**config.mk**
```make
export PLATFORM = sky130hd
export DESIGN_NAME = pipe_ctrl_flat
export DESIGN_NICKNAME = d
export VERILOG_FILES = /design/src/rtl/pipe_ctrl_if.sv /design/src/rtl/pipe_ctrl.sv /design/src/flat_wrapper.sv
export SDC_FILE = /design/constraint.sdc
export NUM_CORES = 1
export LEC_CHECK = 0
export BUFFER_PORTS_ARGS = -buffer_cell sky130_fd_sc_hd__buf_2
export CAP_MARGIN = 20
export CORE_MARGIN = 8
export CORE_UTILIZATION = 43
export CTS_CLUSTER_SIZE = 20
export DETAILED_ROUTE_END_ITERATION = 6
export PLACE_DENSITY = 0.95
export REMOVE_ABC_BUFFERS = 1
export SLEW_MARGIN = 40
export SYNTH_ARGS = -nofsm -noshare
export SYNTH_HDL_FRONTEND = slang
export SYNTH_SLANG_ARGS = --single-unit
```
**constraint.sdc**
```tcl
create_clock -name clk -period 2.9 [get_ports clk]
set_clock_uncertainty 0.2 [all_clocks]
set_input_delay 0.145 -clock clk [delete_from_list [all_inputs] [get_ports clk]]
set_output_delay 0.145 -clock clk [all_outputs]
set_load 0.02 [all_outputs]
```
**src/rtl/pipe_ctrl_if.sv**
```systemverilog
// Stall/flush bus between the pipeline control unit and the stage registers.
// The optional PIPE_PERF_EN counters are plain ports on pipe_ctrl, not part of this bus.
interface pipe_ctrl_if;
  logic        stallreq_if;
  logic        stallreq_id;
  logic        stallreq_ex;
  logic        stallreq_mem;
  logic [31:0] excepttype_i;
  logic [31:0] cp0_epc_i;
  logic [5:0]  stall;
  logic        flush;
  logic [31:0] new_pc;
  logic        wdt_timeout;
  logic [1:0]  state_o;

  modport master (
    output stallreq_if, stallreq_id, stallreq_ex, stallreq_mem, excepttype_i, cp0_epc_i,
    input  stall, flush, new_pc, wdt_timeout, state_o
  );

  modport slave (
    input  stallreq_if, stallreq_id, stallreq_ex, stallreq_mem, excepttype_i, cp0_epc_i,
    output stall, flush, new_pc, wdt_timeout, state_o
  );
endinterface

```
**src/rtl/pipe_ctrl.sv**
```systemverilog
// Pipeline control: stall arbitration, exception flush/redirect, post-flush FSM, stall watchdog.
// Optional macro PIPE_PERF_EN adds stall-cycle and flush-count performance counters.
module pipe_ctrl #(
  parameter int WDT_LIMIT = 255,
  parameter int CNT_W     = 32
) (
  input  logic           clk,
  input  logic           rst,
  pipe_ctrl_if.slave     bus
`ifdef PIPE_PERF_EN
  ,
  output logic [CNT_W-1:0] stall_cycles_o,
  output logic [CNT_W-1:0] flush_count_o
`endif
);

  typedef enum logic [1:0] {RUN = 2'd0, STALL = 2'd1, FLUSH = 2'd2} state_e;

  localparam logic [15:0] LIM = WDT_LIMIT[15:0];

  state_e      state_q, state_d;
  logic [15:0] wdt_cnt_q, wdt_cnt_d;
  logic        wdt_to_q, wdt_to_d;
  logic        exc;
  logic [5:0]  stall;
  logic        flush;
  logic [31:0] new_pc;

  always_comb begin
    state_d   = state_q;
    stall     = '0;
    flush     = 1'b0;
    new_pc    = '0;
    exc       = 1'b0;
    wdt_cnt_d = '0;
    wdt_to_d  = wdt_to_q;

    // The cycle after a flush carries only bubbles: requests and exceptions are ignored.
    if (!rst && state_q != FLUSH) begin
      exc = |bus.excepttype_i;
      if (exc) begin
        flush = 1'b1;
        case (bus.excepttype_i)
          32'h0000_0001: new_pc = 32'h0000_0020;
          32'h0000_000e: new_pc = bus.cp0_epc_i;
          default:       new_pc = 32'h0000_0040;
        endcase
      end else if (bus.stallreq_mem) stall = 6'b011111;
      else if (bus.stallreq_ex)       stall = 6'b001111;
      else if (bus.stallreq_id)       stall = 6'b000111;
      else if (bus.stallreq_if)       stall = 6'b000011;
    end

    case (state_q)
      RUN, STALL: begin
        if (exc)         state_d = FLUSH;
        else if (|stall) state_d = STALL;
        else             state_d = RUN;
      end
      default: state_d = RUN;
    endcase

    if (|stall && !flush)
      wdt_cnt_d = (wdt_cnt_q == LIM) ? LIM : wdt_cnt_q + 16'd1;
    if (wdt_cnt_d == LIM)
      wdt_to_d = 1'b1;
  end

  always_ff @(posedge clk) begin
    if (rst) begin
      state_q   <= RUN;
      wdt_cnt_q <= '0;
      wdt_to_q  <= 1'b0;
    end else begin
      state_q   <= state_d;
      wdt_cnt_q <= wdt_cnt_d;
      wdt_to_q  <= wdt_to_d;
    end
  end

`ifdef PIPE_PERF_EN
  logic [CNT_W-1:0] stall_cyc_q, flush_cnt_q;

  always_ff @(posedge clk) begin
    if (rst) begin
      stall_cyc_q <= '0;
      flush_cnt_q <= '0;
    end else begin
      stall_cyc_q <= stall_cyc_q + CNT_W'(|stall);
      flush_cnt_q <= flush_cnt_q + CNT_W'(flush);
    end
  end

  assign stall_cycles_o = stall_cyc_q;
  assign flush_count_o  = flush_cnt_q;
`endif

  assign bus.stall       = stall;
  assign bus.flush       = flush;
  assign bus.new_pc      = new_pc;
  assign bus.wdt_timeout = wdt_to_q;
  assign bus.state_o     = state_q;

endmodule

```
**src/flat_wrapper.sv**
```systemverilog
// flat-port wrapper written by rule: the top's interface ports become plain ports
module pipe_ctrl_flat 
#(
  parameter int WDT_LIMIT = 255,
  parameter int CNT_W     = 32
)
  (clk, rst, bus_stallreq_if, bus_stallreq_id, bus_stallreq_ex, bus_stallreq_mem, bus_excepttype_i, bus_cp0_epc_i, bus_stall, bus_flush, bus_new_pc, bus_wdt_timeout, bus_state_o);
  pipe_ctrl_if bus_i ();
  input  logic clk;
  input  logic rst;
  input wire logic [$bits(bus_i.stallreq_if)-1:0] bus_stallreq_if;
  input wire logic [$bits(bus_i.stallreq_id)-1:0] bus_stallreq_id;
  input wire logic [$bits(bus_i.stallreq_ex)-1:0] bus_stallreq_ex;
  input wire logic [$bits(bus_i.stallreq_mem)-1:0] bus_stallreq_mem;
  input wire logic [$bits(bus_i.excepttype_i)-1:0] bus_excepttype_i;
  input wire logic [$bits(bus_i.cp0_epc_i)-1:0] bus_cp0_epc_i;
  output wire logic [$bits(bus_i.stall)-1:0] bus_stall;
  output wire logic [$bits(bus_i.flush)-1:0] bus_flush;
  output wire logic [$bits(bus_i.new_pc)-1:0] bus_new_pc;
  output wire logic [$bits(bus_i.wdt_timeout)-1:0] bus_wdt_timeout;
  output wire logic [$bits(bus_i.state_o)-1:0] bus_state_o;
  assign bus_i.stallreq_if = bus_stallreq_if;
  assign bus_i.stallreq_id = bus_stallreq_id;
  assign bus_i.stallreq_ex = bus_stallreq_ex;
  assign bus_i.stallreq_mem = bus_stallreq_mem;
  assign bus_i.excepttype_i = bus_excepttype_i;
  assign bus_i.cp0_epc_i = bus_cp0_epc_i;
  assign bus_stall = bus_i.stall;
  assign bus_flush = bus_i.flush;
  assign bus_new_pc = bus_i.new_pc;
  assign bus_wdt_timeout = bus_i.wdt_timeout;
  assign bus_state_o = bus_i.state_o;
  pipe_ctrl #(.WDT_LIMIT(WDT_LIMIT), .CNT_W(CNT_W)) u_core (.clk(clk), .rst(rst), .bus(bus_i));
endmodule
```
==> impl_metrics.sql, run 1 <==
INSERT INTO impl_metrics (metric_group, metric, value, unit) VALUES
('placement', 'place_area', '1980', 'µm²'),
('floorplan', 'die_width', '73.5', 'µm'),
('detailed_routing', 'detail_route.drc_violations', '0', ''),
('timing', 'finalCritPeriodShare', '82.4', '%'),
('yosys', 'synth-simple-area-share', '46.0', '%'),
('yosys', 'avgSynthCellArea', '7.64', 'µm²'),
('hold_path', 'hold_path_class', 'input port to flip-flop', ''),
('timing', 'setup_tns', '0', 'ns'),
('detailed_routing', 'drt_pass1_iterations', '4', ''),
('floorplan', 'pin_count', '112', ''),
('floorplan', 'core', '3260', 'µm²'),
('timing', 'final_hold_viol_count', '0', ''),
('power', 'total_leakage_power', '0.990', 'nW'),
('floorplan', 'starting_density', '43.6', '%'),
('timing', 'layout_setup_ws', '0.509', 'ns'),
('final_layout', 'stdcell_count', '338', ''),
('final_layout', 'final.fill_count', '306', ''),
('placement', 'dp_hpwl', '4.16', 'mm'),
('power', 'irDropWorstVdd', '120', 'µV'),
('job', 'maxCapViolations', '0', ''),
('clock_network', 'clkSlewWorstSetupHoldPaths', '0.10', 'ns'),
('clock_network', 'postCtsSetupBuffers', '0', ''),
('global_route', 'grt_first_pass_wirelength', '7.82', 'mm'),
('final_layout', 'layout.cells.most_common', 'buf_2', ''),
('yosys', 'post_synthesis_share_of_cell_area_spent_on_full_adders_half_adders_and_majority_gates', '0.880', '%'),
('clock_network', 'numClockSinks', '19', ''),
('final_layout', 'post_route_cells_drive_above_1_share', '42.5', '%'),
('placement', 'numPortBuffers', '110', ''),
('global_route', 'vias_in_the_first_global_route', '1685', ''),
('worst_setup_path', 'timing.reg2reg.setup_slack', '0.69', 'ns'),
('yosys', 'synth_cell_area', '1420', 'µm²'),
('timing', 'number_of_pins_with_negative_max_slew_slack_in_the_final_report', '0', ''),
('worst_setup_path', 'timing.critical_path.required', '2.56', 'ns'),
('global_route', 'grt_start_max_net_pins', '31', ''),
('detailed_routing', 'drt_iter0_markers', '112', ''),
('detailed_routing', 'vias_per_cell', '4.90', ''),
('detailed_routing', 'drt-total-wl', '4.91', 'mm'),
('floorplan', 'fp.dieArea', '5400', 'µm²'),
('timing', 'final.min_clock_period', '2.39', 'ns'),
('detailed_routing', 'detail-route-antenna-nets', '0', ''),
('yosys', 'yosys_warnings', '0', ''),
('timing', 'grt_setup_unrepaired', 'no', ''),
('detailed_routing', 'via_count', '1655', ''),
('yosys', 'synth_seq_cells', '19', ''),
('clock_network', 'clockRootBuffer', 'clkbuf_4', ''),
('worst_setup_path', 'timing_worst_setup_path_type', 'input port to output pin', ''),
('clock_network', 'cts-root-to-sink-buffers', '2', ''),
('placement', 'globalplace.congestion', '0.926', ''),
('timing', 'fmaxAchievable', '0.418', 'GHz'),
('yosys', 'synth.area.mux_share', '0', '%'),
('final_layout', 'final_antenna_diode_count', '0', ''),
('clock_network', 'num_cts_buffers', '3', ''),
('placement', 'numPlacedInstances', '333', ''),
('clock_network', 'clkLatencyLatePin', '0.29', 'ns'),
('worst_setup_path', 'startpoint_type', 'input port', ''),
('status', 'run_status', 'finished, final reports clean', ''),
('power', 'totalPowerFinal', '0.459', 'mW'),
('floorplan', 'num_rows', '21', ''),
('yosys', 'synth.distinct_cells', '43', ''),
('yosys', 'yosys.area_share.xor_xnor', '8.63', '%'),
('yosys', 'dominant_combinational_cell_family_by_area_after_synthesis', 'simple AND/OR/NAND/NOR gates', ''),
('timing', 'report.final.setup_viol', '0', ''),
('worst_setup_path', 'worstPathArrival', '2.05', 'ns'),
('final_layout', 'nNetsFinal', '364', ''),
('floorplan', 'chipHeight', '73.5', 'µm'),
('yosys', 'netlist_instances', '186', ''),
('worst_setup_path', 'worstRegToRegCells', '6', ''),
('global_route', 'antenna_found_initial', '0', ''),
('yosys', 'seq_area_frac_synth', '26.8', '%'),
('placement', 'dp_worst_setup_slack', '0.727', 'ns'),
('yosys', 'synth_compound_area_share', '10.8', '%');
==> synthesized netlist by cell type, drive strengths merged <==
master | n | area share (%)
and2 | 31 | 14
nor2 | 24 | 7.0
dfxtp | 19 | 27
nand2 | 12 | 3.2
nor4 | 12 | 6.8
nand3 | 9 | 3.5
a21oi | 8 | 2.8
inv | 7 | 1.8
nand4 | 7 | 4.1
xnor2 | 7 | 4.3
xor2 | 7 | 4.3
buf | 6 | 3.3
clkbuf | 5 | 1.6
nor3 | 5 | 1.8
a21boi | 2 | 1.1
a31oi | 2 | 0.88
and3 | 2 | 0.88
nand2b | 2 | 0.88
nand3b | 2 | 1.9
o211ai | 2 | 1.1
o21ai | 2 | 0.70
o22ai | 2 | 0.88
a211oi | 1 | 0.53
a41oi | 1 | 0.62
and4 | 1 | 0.79
conb | 1 | 0.26
ha | 1 | 0.88
nor4b | 1 | 0.62
o2111ai | 1 | 0.62
o21a | 1 | 0.53
o31ai | 1 | 0.53
o32ai | 1 | 0.62
or3 | 1 | 0.79
==> timing repair <==
action                                 CTS  global route
endpoints found under the hold margin    2             0
hold buffers                             1             0
gates resized for setup                  0             0
==> power by group <==
part / switching, mW / internal [mW] / total [mW] / leakage (nW)
Clock: 0.0758 / 0.0535 / 0.129 / 0.0150
Combinational: 0.0268 / 0.0404 / 0.0672 / 0.822
Sequential: 0.000865 / 0.262 / 0.263 / 0.153
==> worst max-delay path, cell delays in order <==
cell           delay (ns)
dlygate4sd3_1        0.53
buf_2                0.15
a21oi_1              0.40
nand2_1              0.10
nor2_1               0.12
buf_4                0.24
and2_1               0.19
buf_2                0.17
==> routing by layer <==
metal | track usage [%] | wire length [µm] | up-vias
met5 | 0 | 0 | -
met4 | 5.99 | 71 | 0
met3 | 5.32 | 430 | 7
met2 | 32.7 | 2470 | 65
met1 | 19.2 | 1940 | 722
li1 | - | - | 861
==> cells by family (layout without fill, tap and decap cells) <==
family	Yosys count	in the layout
AOI/OAI and AO/OA	24	24
xor gates and xnor gates	14	14
adders and majority gates	1	1
buffers and inverters	18	124
DFF	19	19
other	1	1
and+or+nand+nor	109	109
==> state kept, by name (all words and copies together) (netlist names) <==
| name | cells |
|---|---|
| u_core.wdt_cnt_q | 16 |
| u_core.bus.state_o | 2 |
| u_core.bus.wdt_timeout | 1 |
==> path summary, 6_finish.rpt <==
| check | startpoint | end |
|---|---|---|
| max | rst | bus_new_pc[18] |
| min reg2reg | u_core.bus.state_o[1]$_SDFF_PP0_ | u_core.bus.state_o[0]$_SDFF_PP0_ |
| max reg2reg | u_core.wdt_cnt_q[0]$_SDFF_PP0_ | u_core.bus.wdt_timeout$_SDFFE_PP0N_ |
| min | bus_excepttype_i[0] | u_core.wdt_cnt_q[9]$_SDFF_PP0_ |
==> area by class of cell <==
| cell class | instances | area [µm²] | area share, % |
|---|---|---|---|
| well taps | 46 | 57.6 | 2.86 |
| clock buffers | 4 | 26.3 | 1.31 |
| inverters | 7 | 26.3 | 1.31 |
| repair buffers | 113 | 576 | 28.6 |
| multi-input cells | 149 | 946 | 47.0 |
| flip-flops and latches | 19 | 380 | 18.9 |
No activity file was read; power rests on OpenSTA's default activity.
==> inputs of run 2 (changes only) <==
CORE_UTILIZATION = 40   (was 43)
PLACE_DENSITY = 0.89   (was 0.95)
clock period = 2.4 ns   (was 2.9 ns; I/O delays follow)
==> impl_metrics.sql, run 2 (synthesis results as in run 1) <==
INSERT INTO impl_metrics (metric_group, metric, value, unit) VALUES
('status', 'run_status', 'finished, final reports clean', ''),
('worst_setup_path', 'worstRegToRegCells', '6', ''),
('timing', 'worst_slew_pin_slew', '0.529', 'ns'),
('timing', 'worst_slew_margin_rel', '64.4', '%'),
('placement', 'globalplace.congestion', '0.899', ''),
('global_route', 'grt_start_max_net_pins', '31', ''),
('worst_setup_path', 'peak_fanout_along_the_critical_path', '30', ''),
('floorplan', 'die_width', '75.6', 'µm'),
('placement', 'dp_hpwl', '4.33', 'mm'),
('job', 'maxCapViolations', '0', ''),
('hold_path', 'hold_path_class', 'input port to flip-flop', ''),
('clock_network', 'num_cts_buffers', '3', ''),
('clock_network', 'clkSlewWorstSetupHoldPaths', '0.10', 'ns'),
('timing', 'final_hold_viol_count', '0', ''),
('detailed_routing', 'detail-route-antenna-nets', '0', ''),
('clock_network', 'postCtsSetupBuffers', '0', ''),
('global_route', 'grt_overflow', '0', ''),
('power', 'cell_area_power_density', '274', 'nW/µm²'),
('timing', 'setup_tns', '0', 'ns'),
('timing', 'worst_hold_margin', '0.0305', 'ns'),
('global_route', 'grt_first_pass_wirelength', '8.00', 'mm'),
('floorplan', 'num_rows', '21', ''),
('detailed_routing', 'drt_pass1_iterations', '4', ''),
('timing', 'layout_setup_ws', '0.283', 'ns'),
('final_layout', 'non_filler_cell_area_final', '2040', 'µm²'),
('hold_path', 'hold_depth', '4', ''),
('worst_setup_path', 'worstPathArrival', '1.80', 'ns'),
('final_layout', 'most_frequent_cells_in_the_layout', 'buf_2 (110), and2_1 (31), nor2_1 (22), dfxtp_1 (19), nand2_1 (12)', ''),
('detailed_routing', 'vias_per_cell', '4.97', ''),
('global_route', 'grt_util_all_layers', '17.6', '%'),
('detailed_routing', 'drt-total-wl', '4.95', 'mm'),
('detailed_routing', 'average_wire_per_cell_in_the_routed_design', '14.5', 'µm'),
('final_layout', 'final_antenna_diode_count', '0', ''),
('floorplan', 'chipHeight', '75.6', 'µm'),
('detailed_routing', 'detail_route.drc_violations', '0', ''),
('placement', 'numPortBuffers', '110', ''),
('worst_setup_path', 'startpoint_type', 'input port', ''),
('floorplan', 'starting_density', '42.3', '%'),
('timing', 'finalCritPeriodShare', '88.2', '%'),
('worst_setup_path', 'timing_worst_setup_path_type', 'input port to output pin', ''),
('final_layout', 'area_delta_synth_final', '43.2', '%'),
('worst_setup_path', 'timing.critical_path.required', '2.08', 'ns'),
('final_layout', 'post_route_cells_drive_above_1_share', '43.4', '%'),
('clock_network', 'clkLatencyLatePin', '0.29', 'ns'),
('timing', 'report.final.setup_viol', '0', ''),
('final_layout', 'largest_register_ffs', '16', ''),
('worst_setup_path', 'endpoint_kind', 'output pin', ''),
('placement', 'dp_worst_setup_slack', '0.355', 'ns'),
('final_layout', 'nNetsFinal', '367', ''),
('floorplan', 'fp.dieArea', '5720', 'µm²'),
('timing', 'grt_setup_unrepaired', 'no', ''),
('clock_network', 'cts-root-to-sink-buffers', '2', ''),
('timing', 'fmaxAchievable', '0.472', 'GHz'),
('timing', 'number_of_pins_with_negative_max_slew_slack_in_the_final_report', '0', ''),
('global_route', 'vias_in_the_first_global_route', '1808', ''),
('final_layout', 'final.fill_count', '309', ''),
('power', 'irDropWorstVdd', '149', 'µV'),
('global_route', 'antenna_found_initial', '0', ''),
('clock_network', 'clockRootBuffer', 'clkbuf_4', ''),
('placement', 'place_area', '2000', 'µm²'),
('clock_network', 'tritoncts', 'built', ''),
('clock_network', 'numClockSinks', '19', ''),
('floorplan', 'core', '3360', 'µm²'),
('power', 'total_leakage_power', '1.01', 'nW'),
('floorplan', 'pin_count', '112', ''),
('detailed_routing', 'via_count', '1694', ''),
('detailed_routing', 'drt_iter0_markers', '103', ''),
('clock_network', 'cts_max_level', '1', ''),
('power', 'totalPowerFinal', '0.558', 'mW'),
('final_layout', 'largest-register', 'u_core.wdt_cnt_q', ''),
('final_layout', 'layout.cells.most_common', 'buf_2', ''),
('timing', 'final.min_clock_period', '2.12', 'ns');
run 2: cell count changes in the layout (fill, tap and decap cells not counted):
cell	previous run	this run
buf_4	2	5
clkbuf_1	1	0
clkinv_2	0	1
run 2: final cells by class:
cell class | instances | area (µm²) | area share [%]
Timing Repair Buffer | 116 | 598 | 29.4
Clock inverter | 1 | 5.00 | 0.246
Sequential cell | 19 | 380 | 18.7
Multi-Input combinational cell | 149 | 946 | 46.5
Tap cell | 46 | 57.6 | 2.83
Clock buffer | 3 | 22.5 | 1.11
Inverter | 7 | 26.3 | 1.29
run 2: stage by stage:
stage               utilization [%]  std cells
global route                   60.5        341
CTS                            60.5        341
global placement               59.4        336
floorplan                         -        175
detailed placement             59.4        336
finish                         60.5        341
run 2: path summary, 6_finish.rpt:
| check | start | to | slack (ns) |
|---|---|---|---|
| setup / recovery | rst | bus_new_pc[7] | 0.28 |
| hold / removal | bus_excepttype_i[0] | u_core.wdt_cnt_q[9]$_SDFF_PP0_ | 0.03 |
| setup reg to reg | u_core.wdt_cnt_q[2]$_SDFF_PP0_ | u_core.bus.wdt_timeout$_SDFFE_PP0N_ | 0.34 |
| hold reg to reg | u_core.bus.wdt_timeout$_SDFFE_PP0N_ | u_core.bus.wdt_timeout$_SDFFE_PP0N_ | 0.29 |
run 2: per-layer routing:
layer  up-vias  share of wire [%]  global-route usage (%)
met3         6                 10                    7.50
li1        862                  -                       -
met1       740                 38                    17.5
met2        86                 51                    33.1
met4         0               0.89                    3.84
met5         -                  0                       0
run 2: worst max-delay path, stage by stage:
cell	delay (ns)
dlygate4sd3_1	0.53
buf_2	0.15
a21oi_1	0.11
buf_4	0.16
nand2_1	0.06
nor2_1	0.10
buf_4	0.23
and2_1	0.16
buf_2	0.17
run 2: power breakdown:
group	switching, mW	internal [mW]
Combinational	0.0314	0.0501
Sequential	0.00125	0.316
Clock	0.0967	0.0619
Total	0.129	0.428
run 2: repair_timing:
action | in CTS | in global routing
hold buffers | 1 | 0
endpoints found under the hold margin | 2 | 0
resized for setup | 0 | 0
==> inputs of run 3 (changes only) <==
CORE_UTILIZATION = 43   (was 40)
GPL_TIMING_DRIVEN = 0   (was not set)
MAX_ROUTING_LAYER = met4   (was not set)
PLACE_DENSITY = 0.95   (was 0.89)
clock period = 2.7 ns   (was 2.4 ns; I/O delays follow)
==> impl_metrics.sql, run 3 (synthesis results as in run 1) <==
INSERT INTO impl_metrics (metric_group, metric, value, unit) VALUES
('power', 'net-switching-power', '0.117', 'mW'),
('power', 'swShare', '23.4', '%'),
('clock_network', 'cts-root-to-sink-buffers', '2', ''),
('status', 'run_status', 'finished, final reports clean', ''),
('floorplan', 'starting_density', '43.6', '%'),
('power', 'seq_power_share', '56.6', '%'),
('placement', 'numPortBuffers', '110', ''),
('timing', 'number_of_pins_with_negative_max_slew_slack_in_the_final_report', '0', ''),
('floorplan', 'num_rows', '21', ''),
('global_route', 'grt_util_all_layers', '18.2', '%'),
('placement', 'dp_hpwl', '4.12', 'mm'),
('placement', 'globalplace.congestion', '0.884', ''),
('floorplan', 'pin_count', '112', ''),
('clock_network', 'num_cts_buffers', '3', ''),
('clock_network', 'numClockSinks', '19', ''),
('clock_network', 'tritoncts', 'built', ''),
('detailed_routing', 'via_count', '1665', ''),
('timing', 'report.final.setup_viol', '0', ''),
('detailed_routing', 'detail_route.drc_violations', '0', ''),
('floorplan', 'core', '3260', 'µm²'),
('global_route', 'vias_in_the_first_global_route', '1653', ''),
('clock_network', 'clockRootBuffer', 'clkbuf_4', ''),
('detailed_routing', 'detail-route-antenna-nets', '0', ''),
('final_layout', 'area_delta_synth_final', '41.0', '%'),
('timing', 'fmaxAchievable', '0.409', 'GHz'),
('floorplan', 'fp.dieArea', '5400', 'µm²'),
('power', 'cell_internal_pwr', '0.382', 'mW'),
('floorplan', 'die_width', '73.5', 'µm'),
('detailed_routing', 'drt-total-wl', '4.90', 'mm'),
('job', 'maxCapViolations', '0', ''),
('power', 'cell_area_power_density', '249', 'nW/µm²'),
('power', 'total_leakage_power', '0.980', 'nW'),
('timing', 'setup_tns', '0', 'ns'),
('hold_path', 'hold_path_class', 'input port to flip-flop', ''),
('worst_setup_path', 'peak_fanout_along_the_critical_path', '30', ''),
('worst_setup_path', 'endpoint_kind', 'output pin', ''),
('global_route', 'grt_start_max_net_pins', '31', ''),
('timing', 'finalCritPeriodShare', '90.6', '%'),
('final_layout', 'largest-register', 'u_core.wdt_cnt_q', ''),
('final_layout', 'final_antenna_diode_count', '0', ''),
('worst_setup_path', 'worstPathArrival', '2.11', 'ns'),
('clock_network', 'postCtsSetupBuffers', '0', ''),
('clock_network', 'clkSlewWorstSetupHoldPaths', '0.10', 'ns'),
('placement', 'numPlacedInstances', '331', ''),
('power', 'irDropWorstVdd', '139', 'µV'),
('floorplan', 'chipHeight', '73.5', 'µm'),
('clock_network', 'cts_max_level', '1', ''),
('final_layout', 'largest_register_ffs', '16', ''),
('worst_setup_path', 'timing.critical_path.required', '2.37', 'ns'),
('power', 'share_comb_of_total_power', '14.7', '%'),
('clock_network', 'clkLatencyLatePin', '0.30', 'ns'),
('timing', 'final.min_clock_period', '2.45', 'ns'),
('detailed_routing', 'drt_iter0_markers', '124', ''),
('timing', 'grt_setup_unrepaired', 'no', ''),
('global_route', 'grt_overflow', '0', ''),
('global_route', 'grt_first_pass_wirelength', '7.67', 'mm'),
('final_layout', 'post_route_cells_drive_above_1_share', '42.4', '%'),
('final_layout', 'nNetsFinal', '362', ''),
('final_layout', 'layout.cells.most_common', 'buf_2', ''),
('worst_setup_path', 'timing_worst_setup_path_type', 'input port to output pin', ''),
('timing', 'final_hold_viol_count', '0', ''),
('power', 'clock_power_share', '28.8', '%'),
('global_route', 'antenna_found_initial', '0', ''),
('detailed_routing', 'vias_per_cell', '4.96', ''),
('final_layout', 'most_frequent_cells_in_the_layout', 'buf_2 (110), and2_1 (31), nor2_1 (21), dfxtp_1 (19), nand2_1 (12)', ''),
('worst_setup_path', 'startpoint_type', 'input port', ''),
('detailed_routing', 'drt_pass1_iterations', '4', ''),
('final_layout', 'stdcell_count', '336', ''),
('detailed_routing', 'average_wire_per_cell_in_the_routed_design', '14.6', 'µm');
[run 3: power groups by stage]
stage / registers, mW / clock network [mW] / logic, mW
after floorplan: 0.290 / 0 / 0.0150
after global placement: 0.289 / 0 / 0.0688
after detailed placement: 0.289 / 0 / 0.0715
after CTS: 0.282 / 0.148 / 0.0729
after global routing: 0.282 / 0.163 / 0.0804
final: 0.282 / 0.143 / 0.0732
[run 3: metal layers]
layer | part of all wire, % | wire, µm | global-route usage [%] | vias to the layer above
li1 | - | - | - | 852
met2 | 53 | 2580 | 32.0 | 68
met1 | 38 | 1880 | 19.6 | 739
met3 | 7.5 | 368 | 5.18 | 6
met4 | 1.3 | 65 | 4.66 | 0
met5 | 0 | 0 | - | -
[run 3: per-stage QoR]
stage	worst slack, ns	util (%)	hold slack (ns)	area (µm²)	power (mW)
2_1_floorplan	0.507	-	0.00776	1350	0.305
3_3_place_gp	0.0831	60.2	0.165	1960	0.357
3_5_place_dp	0.286	60.3	0.169	1960	0.360
4_1_cts	0.0470	61.4	0.0205	2000	0.503
5_1_grt	0.0696	61.5	0.0379	2000	0.526
6_report	0.254	61.5	0.0222	2000	0.499
[run 3: cell type report]
type	instances	area (µm²)
Fill cell	309	1250
Multi-Input combinational cell	149	953
Timing Repair Buffer	111	561
Sequential cell	19	380
Tap cell	46	57.6
Clock buffer	4	26.3
Inverter	7	26.3
[run 3: what timing repair did]
| action | CTS | global route |
|---|---|---|
| endpoints found under the setup margin | 0 | 30 |
| resized for setup | 0 | 1 |
| hold buffers | 1 | 0 |
| hold endpoints to repair | 2 | 0 |
[run 3: path summary, 6_finish.rpt]
check / from / to / slack (ns) / cells past startpoint
hold reg to reg: u_core.bus.state_o[1]$_SDFF_PP0_ / u_core.bus.state_o[1]$_SDFF_PP0_ / 0.28 / 1
setup / recovery: rst / bus_new_pc[30] / 0.25 / 7
setup reg to reg: u_core.wdt_cnt_q[0]$_SDFF_PP0_ / u_core.bus.wdt_timeout$_SDFFE_PP0N_ / 0.44 / 6
hold / removal: bus_excepttype_i[0] / u_core.wdt_cnt_q[9]$_SDFF_PP0_ / 0.02 / 4
[run 3: worst max-delay path: stages]
cell and delay (ns):
dlygate4sd3_1 0.53, buf_2 0.15, a21oi_1 0.36, nand2_1 0.16, nor2_4 0.39, and2_1 0.20
buf_2 0.17
